`src/rtl/quadrature_decoder_if.sv`:
```
// Pin/result bundle for one rotary encoder channel pair.
// master: the side driving the raw pins and reading the count.
// slave:  the decoder itself.
interface quadrature_decoder_if;
    logic              enc_a;
    logic              enc_b;
    logic signed [1:0] encoder_value;
    logic              step_up;
    logic              step_down;
    logic              error;

    modport master (
        output enc_a, enc_b,
        input  encoder_value, step_up, step_down, error
    );

    modport slave (
        input  enc_a, enc_b,
        output encoder_value, step_up, step_down, error
    );
endinterface

```
`src/rtl/quadrature_decoder.sv`:
```
// Rotary encoder front end: 2-FF synchroniser, per-channel debounce,
// quadrature state decoder and a 2-bit wrapping signed position count.
// Optional build macro QUADRATURE_DETENT_EN: count only on entry into
// IDLE_STATE (one count per mechanical detent) instead of every
// legal quarter-step.
module quadrature_decoder #(
    parameter int unsigned DEBOUNCE_CYCLES = 8,
    parameter logic [1:0]  IDLE_STATE      = 2'b11
) (
    input  logic                 clk,
    input  logic                 reset,
    quadrature_decoder_if.slave  enc
);

    localparam logic [7:0] DB_LAST = 8'(DEBOUNCE_CYCLES - 1);

    // Position of an {a,b} pair along the forward Gray cycle 00,01,11,10.
    function automatic logic [1:0] gray_pos(input logic [1:0] ab);
        return {ab[1], ab[1] ^ ab[0]};
    endfunction

    // One debounce step for a single channel; returns {filt_next, cnt_next}.
    function automatic logic [8:0] debounce(input logic s, input logic f,
                                            input logic [7:0] cnt);
        if (s == f)
            return {f, 8'd0};
        else if (cnt == DB_LAST)
            return {s, 8'd0};
        else
            return {f, cnt + 8'd1};
    endfunction

    // Two's complement +/-1 on the 2-bit count; wraps naturally.
    function automatic logic signed [1:0] wrap_step(input logic signed [1:0] v,
                                                    input logic up);
        return up ? v + 2'sd1 : v - 2'sd1;
    endfunction

    logic [1:0]        sync1_q, sync1_d;
    logic [1:0]        sync2_q, sync2_d;
    logic [1:0]        filt_q,  filt_d;
    logic [1:0]        prev_q,  prev_d;
    logic [7:0]        cnt_a_q, cnt_a_d;
    logic [7:0]        cnt_b_q, cnt_b_d;
    logic signed [1:0] value_q, value_d;
    logic              up_q,    up_d;
    logic              down_q,  down_d;
    logic              err_q,   err_d;
    logic [1:0]        delta;
    logic              count_ok;

    // Synchroniser shift and per-channel debounce filters.
    always_comb begin
        sync1_d = {enc.enc_a, enc.enc_b};
        sync2_d = sync1_q;
        {filt_d[1], cnt_a_d} = debounce(sync2_q[1], filt_q[1], cnt_a_q);
        {filt_d[0], cnt_b_d} = debounce(sync2_q[0], filt_q[0], cnt_b_q);
    end

    // Quadrature decode: classify filt vs prev, update count and pulses.
    always_comb begin
        delta   = gray_pos(filt_q) - gray_pos(prev_q);
        prev_d  = filt_q;
        value_d = value_q;
        up_d    = 1'b0;
        down_d  = 1'b0;
        err_d   = 1'b0;
`ifdef QUADRATURE_DETENT_EN
        count_ok = (filt_q == IDLE_STATE);
`else
        count_ok = 1'b1;
`endif
        case (delta)
            2'd1: if (count_ok) begin
                value_d = wrap_step(value_q, 1'b1);
                up_d    = 1'b1;
            end
            2'd3: if (count_ok) begin
                value_d = wrap_step(value_q, 1'b0);
                down_d  = 1'b1;
            end
            2'd2:    err_d = 1'b1;
            default: ;
        endcase
    end

    // State registers; async reset returns everything to the pull-up idle.
    always_ff @(posedge clk or negedge reset) begin
        if (!reset) begin
            sync1_q <= IDLE_STATE;
            sync2_q <= IDLE_STATE;
            filt_q  <= IDLE_STATE;
            prev_q  <= IDLE_STATE;
            cnt_a_q <= 8'd0;
            cnt_b_q <= 8'd0;
            value_q <= 2'sd0;
            up_q    <= 1'b0;
            down_q  <= 1'b0;
            err_q   <= 1'b0;
        end else begin
            sync1_q <= sync1_d;
            sync2_q <= sync2_d;
            filt_q  <= filt_d;
            prev_q  <= prev_d;
            cnt_a_q <= cnt_a_d;
            cnt_b_q <= cnt_b_d;
            value_q <= value_d;
            up_q    <= up_d;
            down_q  <= down_d;
            err_q   <= err_d;
        end
    end

    assign enc.encoder_value = value_q;
    assign enc.step_up       = up_q;
    assign enc.step_down     = down_q;
    assign enc.error         = err_q;

endmodule

```
`src/flat_wrapper.sv`:
```
// flat-port wrapper written by rule: the top's interface ports become plain ports
module quadrature_decoder_flat 
#(
    parameter int unsigned DEBOUNCE_CYCLES = 8,
    parameter logic [1:0]  IDLE_STATE      = 2'b11
)
  (clk, reset, enc_enc_a, enc_enc_b, enc_encoder_value, enc_step_up, enc_step_down, enc_error);
  quadrature_decoder_if enc_i ();
  input  logic clk;
  input  logic reset;
  input wire logic [$bits(enc_i.enc_a)-1:0] enc_enc_a;
  input wire logic [$bits(enc_i.enc_b)-1:0] enc_enc_b;
  output wire logic [$bits(enc_i.encoder_value)-1:0] enc_encoder_value;
  output wire logic [$bits(enc_i.step_up)-1:0] enc_step_up;
  output wire logic [$bits(enc_i.step_down)-1:0] enc_step_down;
  output wire logic [$bits(enc_i.error)-1:0] enc_error;
  assign enc_i.enc_a = enc_enc_a;
  assign enc_i.enc_b = enc_enc_b;
  assign enc_encoder_value = enc_i.encoder_value;
  assign enc_step_up = enc_i.step_up;
  assign enc_step_down = enc_i.step_down;
  assign enc_error = enc_i.error;
  quadrature_decoder #(.DEBOUNCE_CYCLES(DEBOUNCE_CYCLES), .IDLE_STATE(IDLE_STATE)) u_core (.clk(clk), .reset(reset), .enc(enc_i));
endmodule
```
`config.mk`:
```
export PLATFORM = sky130hd
export DESIGN_NAME = quadrature_decoder_flat
export DESIGN_NICKNAME = d
export VERILOG_FILES = /design/src/rtl/quadrature_decoder_if.sv /design/src/rtl/quadrature_decoder.sv /design/src/flat_wrapper.sv
export SDC_FILE = /design/constraint.sdc
export NUM_CORES = 1
export LEC_CHECK = 0
export CAP_MARGIN = 20
export CORE_UTILIZATION = 44
export DETAILED_ROUTE_END_ITERATION = 10
export HOLD_SLACK_MARGIN = 0.12
export PLACE_DENSITY = 0.61
export SYNTH_ARGS = -nofsm -noshare
export SYNTH_HDL_FRONTEND = slang
export SYNTH_SLANG_ARGS = --single-unit
```
`constraint.sdc`:
```
create_clock -name clk -period 2.22 [get_ports clk]
set_input_delay 0.555 -clock clk [delete_from_list [all_inputs] [get_ports clk]]
set_output_delay 0.555 -clock clk [all_outputs]
set_load 0.005 [all_outputs]
```
# Word-level counts from Yosys, hierarchy flattened
# Cells that the tools add are included.
[op_classes]
bitwise_logic = 4
n_div = 0
n_mul = 0
magnitude_cmp = 0
n_mux = 8
shift = 0
eq_ne = 7
n_reduce_logical = 3
n_addsub = 5
[op_table]
columns = ["operator", "count"]
rows = [
  ["8-bit 2-to-1 mux", 4],
  ["8-bit by 1-bit adder with 8-bit output (second input constant)", 2],
  ["8-bit by 3-bit equality test with 1-bit output (second input constant)", 2],
  ["2-bit equality test (second input constant)", 2],
  ["2-bit one-hot mux with 2 select lines", 1],
  ["2-bit AND reduction", 2],
  ["1-bit 2-to-1 mux", 3],
  ["2-bit adder (second input constant)", 1],
  ["1-bit equality test", 2],
  ["2-bit by 1-bit equality test with 1-bit output (second input constant)", 1],
  ["1-bit inverter", 2],
  ["2-bit nonzero test", 1],
  ["2-bit subtractor", 1],
  ["2-bit subtractor (second input constant)", 1],
  ["1-bit XOR", 2],
]
[totals]
latchBits = 0
inputBits = 4
romBits = 0
ramBits = 0
regBits = 29
n_memories = 0
elab_cells = 38
out_inout_bits = 5

# Depth between registers and ports, before layout
# Gate-level depths: netlist (run 1).
[logic_depth]
ltp_word = 4
ltp_mapped = 6
depth_no_buf = 6

# Worst setup path after synthesis (run 1)
# OpenSTA, ideal clock, no wires.
[synth_path]
kind = "register to register"
from = "register u_core.filt_q[1]"
to = "register u_core.value_q[1], in the netlist u_core.enc.encoder_value[1]"
path_buffers = 0
stages_incl_launch_ff = 7
setup_ns = 0.079
required_ns = 2.141
t_arrival_ns = 1.481
setup_slack_ns = 0.660
synth_period_minus_slack_ns = 1.560
cell_sequence = "dfstp_2 -> xnor2_1 -> ha_1 -> xnor3_2 -> xor2_1 -> nor2_1 -> xor2_1"
[synth_via]
elab_chain_len = 4
elab_cells_between_ends = 6
cone_classes = "add/sub: 1; eq/ne: 2; mux: 1; bitwise: 1; reduce/logical: 1"
[synth_rtl]
columns = ["item", "line", "rtl"]
rows = [
  ["start: declaration", "quadrature_decoder.sv:41", "logic [1:0] filt_q, filt_d;"],
  ["start signal: assignment", "quadrature_decoder.sv:103", "filt_q <= filt_d;"],
  ["1-bit XOR", "quadrature_decoder.sv:19", "return {ab[1], ab[1] ^ ab[0]};"],
  ["2-bit subtractor *", "quadrature_decoder.sv:62", "delta = gray_pos(filt_q) - gray_pos(prev_q);"],
  ["2-bit equality test or 2-bit by 1-bit equality test with 1-bit output (tied branches)", "quadrature_decoder.sv:73", "case (delta)"],
  ["2-bit one-hot mux with 2 select lines or 2-bit nonzero test (tied branches)", "n/a", ""],
  ["end signal: assignment", "quadrature_decoder.sv:107", "value_q <= value_d;"],
  ["end: declaration", "quadrature_decoder.sv:45", "logic signed [1:0] value_q, value_d;"],
]
# Mark *: on every way between the ends. The rest lies on a longest branch, timed or not.
# A chain may end at the register's enable or synchronous reset.

# Worst setup path in the final report (run 1)
[layout_path]
from = "register u_core.value_q[0], in the netlist u_core.enc.encoder_value[0]"
to = "output enc_encoder_value[0]"
[layout_rtl]
columns = ["item", "line", "rtl"]
rows = [
  ["end: declaration", "flat_wrapper.sv:13", "output wire logic [$bits(enc_i.encoder_value)-1:0] enc_encoder_value;"],
]
# No word-level cell between the ends.

==> results of run 1 <==
[cell usage after synthesis (all sizes together)]
cell,instances,area (sq um)
mux2,2,22.5
and3,5,31.3
nor4b,2,17.5
nor2b,1,6.26
nor2,17,63.8
and2b,1,7.51
dfrtp,21,526
nand2b,2,12.5
nand2,3,11.3
ha,5,62.6
nand3b,1,7.51
nand3,12,60.1
xor2,12,105
xnor2,5,43.8
dfstp,8,210
a211o,1,8.76
inv,2,7.51
xnor3,1,23.8
a21oi,2,10.0
[routing by layer]
layer / vias up / global-route usage (%) / part of all wire, %
li1: 376 / - / -
met1: 358 / 17.9 / 47
met2: 10 / 22.9 / 47
met3: 4 / 6.56 / 4.0
met4: 0 / 10.0 / 2.1
met5: - / 0 / 0
[power breakdown]
group	total, W	switching [W]	internal (W)
Clock	0.000322	0.000166	0.000156
Combinational	0.000540	0.000244	0.000295
Sequential	0.000780	0.000109	0.000671
[path summary, 6_finish.rpt]
kind	end
worst max-delay path	enc_encoder_value[0]
worst min-delay path	u_core.sync2_q[0]$_DFF_PN1_
worst max register to register	u_core.enc.encoder_value[1]$_DFFE_PN0P_
worst min register to register	u_core.sync2_q[0]$_DFF_PN1_
max in group asynchronous	u_core.prev_q[0]$_DFF_PN1_
min in group asynchronous	u_core.cnt_a_q[6]$_DFF_PN0_
[flip-flops by register name (all words and copies together) (netlist names)]
| signal | count |
|---|---|
| u_core.cnt_a_q | 8 |
| u_core.cnt_b_q | 8 |
| u_core.enc.encoder_value | 2 |
| u_core.enc.error | 1 |
| u_core.enc.step_down | 1 |
| u_core.enc.step_up | 1 |
| u_core.filt_q | 2 |
| u_core.prev_q | 2 |
| u_core.sync1_q | 2 |
| u_core.sync2_q | 2 |
[area by class of cell]
class | count | area share [%]
clock buffers | 8 | 4.14
repair buffers | 9 | 6.16
well taps | 30 | 2.64
flip-flops and latches | 29 | 51.8
multi-input cells | 72 | 34.8
inverters | 2 | 0.528
[through the flow]
| step | util (%) | cells | area [sq um] |
|---|---|---|---|
| floorplan | - | 103 | 1240 |
| detailed placement | 53.1 | 142 | 1360 |
| global route | 55.4 | 150 | 1420 |
| CTS | 55.4 | 150 | 1420 |
| finish | 55.4 | 150 | 1420 |
| global placement | 53.1 | 142 | 1360 |
[logic make-up (layout without fill, tap and decap cells)]
| family | count (synthesis) | count (layout) |
|---|---|---|
| adders and majority gates | 5 | 5 |
| DFF | 29 | 29 |
| muxes | 2 | 2 |
| buffers and inverters | 2 | 19 |
| AOI/OAI and AO/OA | 3 | 3 |
| xor gates and xnor gates | 18 | 18 |
| and+or+nand+nor | 44 | 44 |
==> impl_metrics.toml, run 1 <==
[status]
status = "finished clean"

[setup_path]
cp.depth = 1
path_class = "reg -> out"
cp_cell_sequence = "clkdlybuf4s50_1"
critical_path_arrival_ns = 1.23
endpoint_kind = "output pin"
cp_top_family = "buffers and inverters"
r2r_cells = 6
reg2reg_from = "u_core.filt_q[1]$_DFFE_PN1P_"
cp_slowest_cell = "clkdlybuf4s50_1"
r2r_setup_slack_ns = 0.52
cp_max_fo = 3
cp-startpoint = "u_core.enc.encoder_value[0]$_DFFE_PN0P_"
crit_buf_inv = 1
max_stage_delay_ns = 0.52
cp-start-kind = "register"
cp.required_ns = 1.66

[synth]
synthMuxAreaShare_pct = 1.82
syn-cell-area_sq_um = 1240
netlist_instances = 103
synth_xor_area_share_pct = 14.0
syn_nets = 112
syn_area_per_cell_sq_um = 12.0
synth-seq-area-share_pct = 59.5
ys_types = 19
synth_compound_area_share_pct = 1.52
synth-seq-cells = 29
yosys_warnings = 0
synthAdderAreaFrac_pct = 5.06
synth-simple-area-share_pct = 17.6
synth_top_family_by_area = "simple AND/OR/NAND/NOR gates"

[floorplanning]
die_h_um = 55.0
start_util_pct = 48.2
io_pins = 9
die_w_um = 55.0
fp-row-count = 18
fp.dieArea_sq_um = 3030
core_area_sq_um = 2570

[timing]
slew_violations = 0
max_freq_mhz = 562
setup_viol = 0
tightest_slew_ns = 0.502
rsz0062_at_grt = "no"
fin_crit_sh_pct = 80.2
period_needed_ns = 1.78
final_hold_viol_count = 0
setup_slack_ns = 0.439
whs_ns = 0.362
skew_ns = 0.00901
relSlewSlack_pct = 66.1
fin_tns_setup_ns = 0

[global_routing]
grt_overflow = 0
grtUsageTotal_pct = 15.3
grt_max_degree = 30
grt_pass1_vias = 717
grt_pass1_wl_um = 3020
antenna_found_initial = 0

[drt]
wl_per_cell_um = 12.2
drc = 0
detail_route.wirelength_um = 1830
drt-initial-drc-count = 16
firstDrtPassIters = 4
vias_per_cell = 4.99
antenna_left = 0
vias = 748

[clock_tree]
cts_resized = 0
cts_setup_buffers = 0
root_buffer = "clkbuf_4"
cts-buffers-inserted = 5
tritoncts = "built"
cts_max_path_buffers = 2
hold_buffers = 0
ctsHtreeMaxLevel = 2
clk_pin_slew_worst_paths_ns = 0.08
insertion_delay_ns = 0.32
cts_sinks = 29

[job]
drv_cap = 0

[final_layout]
final_common_cell = "dfrtp_1"
area_growth_pct = 14.9
layout_common_cells = "21 x dfrtp_1, 17 x nor2_1, 12 x xor2_1, 12 x nand3_1"
nets = 128
drive_gt1_share_pct = 15.0
fillers = 226
multi_input_area_sq_um = 494
seqCellArea_sq_um = 736
diodes = 0

[power_and_ir_drop]
finalPower_w = 0.00164
p_per_area_nw_per_um2 = 1150
vdd_drop_max_mv = 1.07
power_leakage_nw = 0.652

[hold_path]
hold_depth = 0
min-delay-start = "u_core.sync1_q[0]$_DFF_PN1_"
hp-class = "reg -> reg"

[placement]
place_congestion = 0.699
hpwl_um = 1260
portBuffers = 8
place_ws_ns = 0.564
Note: power is estimated with default switching activity, not from simulation.
==> inputs of run 2 (changes only) <==
--- a/config.mk
+++ b/config.mk
@@ -9,7 +9,7 @@
 export CORE_UTILIZATION = 44
 export DETAILED_ROUTE_END_ITERATION = 10
 export HOLD_SLACK_MARGIN = 0.12
-export PLACE_DENSITY = 0.61
+export PLACE_DENSITY = 0.63
 export SYNTH_ARGS = -nofsm -noshare
 export SYNTH_HDL_FRONTEND = slang
 export SYNTH_SLANG_ARGS = --single-unit
==> constraint.sdc (replaced) <==
create_clock -name clk -period 1.43 [get_ports clk]
set_input_delay 0.3575 -clock clk [delete_from_list [all_inputs] [get_ports clk]]
set_output_delay 0.3575 -clock clk [all_outputs]
set_load 0.005 [all_outputs]
==> run 2 against run 1 <==
Net effect: routed wire length is 12% higher; clock skew is 0.0066 ns higher; the flow now finishes with violations (setup timing); largest cell class unchanged; cell area is 13% higher.
==> impl_metrics.toml, run 2 (synthesized netlist as in run 1, its figures left out) <==
[drt]
antenna_left = 0
vias_per_cell = 5.01
drc = 0
detail_route.wirelength_um = 2050
drt-initial-drc-count = 9
wl_per_cell_um = 12.4
firstDrtPassIters = 5
vias = 826

[placement]
portBuffers = 8
place_ws_ns = -0.196
place_inst = 153
place_congestion = 0.795
hpwl_um = 1430

[timing]
slew_violations = 0
setup_viol = 4
setup_slack_ns = -0.238
tightest_slew_ns = 0.253
fin_crit_sh_pct = 117
rsz0062_at_grt = "yes"
whs_ns = 0.361
skew_ns = 0.0156
max_freq_mhz = 600
final_hold_viol_count = 0
relSlewSlack_pct = 83.1
period_needed_ns = 1.67

[setup_path]
endpoint_kind = "register"
r2r_cells = 6
r2r_setup_slack_ns = -0.24
cp.required_ns = 1.68
cp_cell_sequence = "xor2_1 > ha_2 > xnor3_2 > xor2_1 > nor2_1 > xor2_1"
path_class = "reg -> reg"
reg2reg_from = "u_core.prev_q[1]$_DFF_PN1_"
crit_top_cell = "xor2_1"
max_stage_delay_ns = 0.55
cp_slowest_cell = "dfstp_2"
cp_max_fo = 2
critical_path_arrival_ns = 1.92
cp-start-kind = "register"
rr_endpoint = "u_core.enc.encoder_value[1]$_DFFE_PN0P_"

[hold_path]
min-delay-start = "u_core.sync1_q[1]$_DFF_PN1_"
hold_depth = 0
whs_endpoint = "u_core.sync2_q[1]$_DFF_PN1_"
hp-class = "reg -> reg"

[floorplanning]
io_pins = 9
fp-row-count = 18
start_util_pct = 48.2
die_w_um = 55.0
die_h_um = 55.0
fp.dieArea_sq_um = 3030
core_area_sq_um = 2570

[clock_tree]
cts_max_path_buffers = 2
cts_sinks = 29
clk_pin_slew_worst_paths_ns = 0.09
cts-buffers-inserted = 5
tritoncts = "built"
ctsHtreeMaxLevel = 2
hold_buffers = 0
insertion_delay_ns = 0.32
root_buffer = "clkbuf_4"

[power_and_ir_drop]
power_leakage_nw = 0.767
p_per_area_nw_per_um2 = 1970
vdd_drop_max_mv = 1.34

[status]
violations = "setup timing"
status = "complete, but fails checks"

[global_routing]
grtUsageTotal_pct = 16.9
antenna_found_initial = 0
grt_max_degree = 30
grt_overflow = 0
grt_pass1_wl_um = 3370
grt_pass1_vias = 830

[final_layout]
area_growth_pct = 29.2
nets = 143
reg_top3 = "u_core.cnt_a_q (8), u_core.cnt_b_q (8)"
drive_gt1_share_pct = 29.6
finalNonFillerCells = 165
diodes = 0
final_common_cell = "dfrtp_1"
layout_common_cells = "21 x dfrtp_1, 17 x nor2_1, 14 x buf_4"

[job]
drv_cap = 0
run 2: cell types whose count changed in the layout (fill, tap and decap cells not counted), sizes merged:
cell,previous run,this run
buf,1,16
bufinv,0,1
clkbuf,8,7
clkdlybuf4s50,8,3
dlygate4sd2,0,5
run 2: per-layer routing:
metal	wire length (um)	vias up	track usage, %	share of wire [%]
li1	-	405	-	-
met1	960	404	19.6	47
met2	999	13	25.9	49
met3	66	4	8.47	3.2
met4	25	0	7.92	1.2
met5	0	-	0	0
run 2: final cells by class:
cell class	count	area, sq um
fill	239	968
sequential	29	736
multi-input combinational	72	523
timing repair buffer	24	210
clock buffer	7	55.1
tap	30	37.5
clock inverter	1	30.0
inverter	2	7.51
run 2: worst max-delay path, delay by kind of cell (launching register included):
kind / cells / cell delay (ns)
XOR/XNOR: 4 / 0.73
flip-flops: 1 / 0.55
adder cells (fa/ha/maj): 1 / 0.20
AND/OR/NAND/NOR: 1 / 0.12
run 2: report_power, final:
part	total (W)	internal, W	switching (W)
Clock	0.000697	0.000418	0.000280
Sequential	0.00115	0.00104	0.000111
Combinational	0.00129	0.000750	0.000545
run 2: how the worst max path moves through the flow:
stage / slack, ns / start / end / cells after the start
global route: -0.27 / u_core.prev_q[1]$_DFF_PN1_ / u_core.enc.encoder_value[1]$_DFFE_PN0P_ / 6
finish: -0.24 / u_core.prev_q[1]$_DFF_PN1_ / u_core.enc.encoder_value[1]$_DFFE_PN0P_ / 6
detailed placement: -0.20 / u_core.prev_q[1]$_DFF_PN1_ / u_core.enc.encoder_value[1]$_DFFE_PN0P_ / 6
global placement: -0.15 / u_core.prev_q[1]$_DFF_PN1_ / u_core.enc.encoder_value[1]$_DFFE_PN0P_ / 6
floorplan: -0.13 / u_core.filt_q[1]$_DFFE_PN1P_ / u_core.enc.encoder_value[1]$_DFFE_PN0P_ / 6
CTS: -0.23 / u_core.prev_q[1]$_DFF_PN1_ / u_core.enc.encoder_value[1]$_DFFE_PN0P_ / 6
run 2: per-stage QoR:
step	total power, W	setup TNS, ns	area [sq um]	utilization, %
6_report	0.00314	-0.826	1600	62.3
5_1_grt	0.00333	-1.11	1600	62.3
3_5_place_dp	0.00231	-0.394	1460	57.0
3_3_place_gp	0.00227	-0.266	1460	57.0
2_1_floorplan	0.00182	-0.130	1240	-
4_1_cts	0.00304	-0.531	1560	60.8
run 2: timing repair:
| item | in CTS | in global routing |
|---|---|---|
| buffers inserted | 2 | 2 |
| gates resized for setup | 6 | 5 |
| setup endpoints to repair | 11 | 16 |
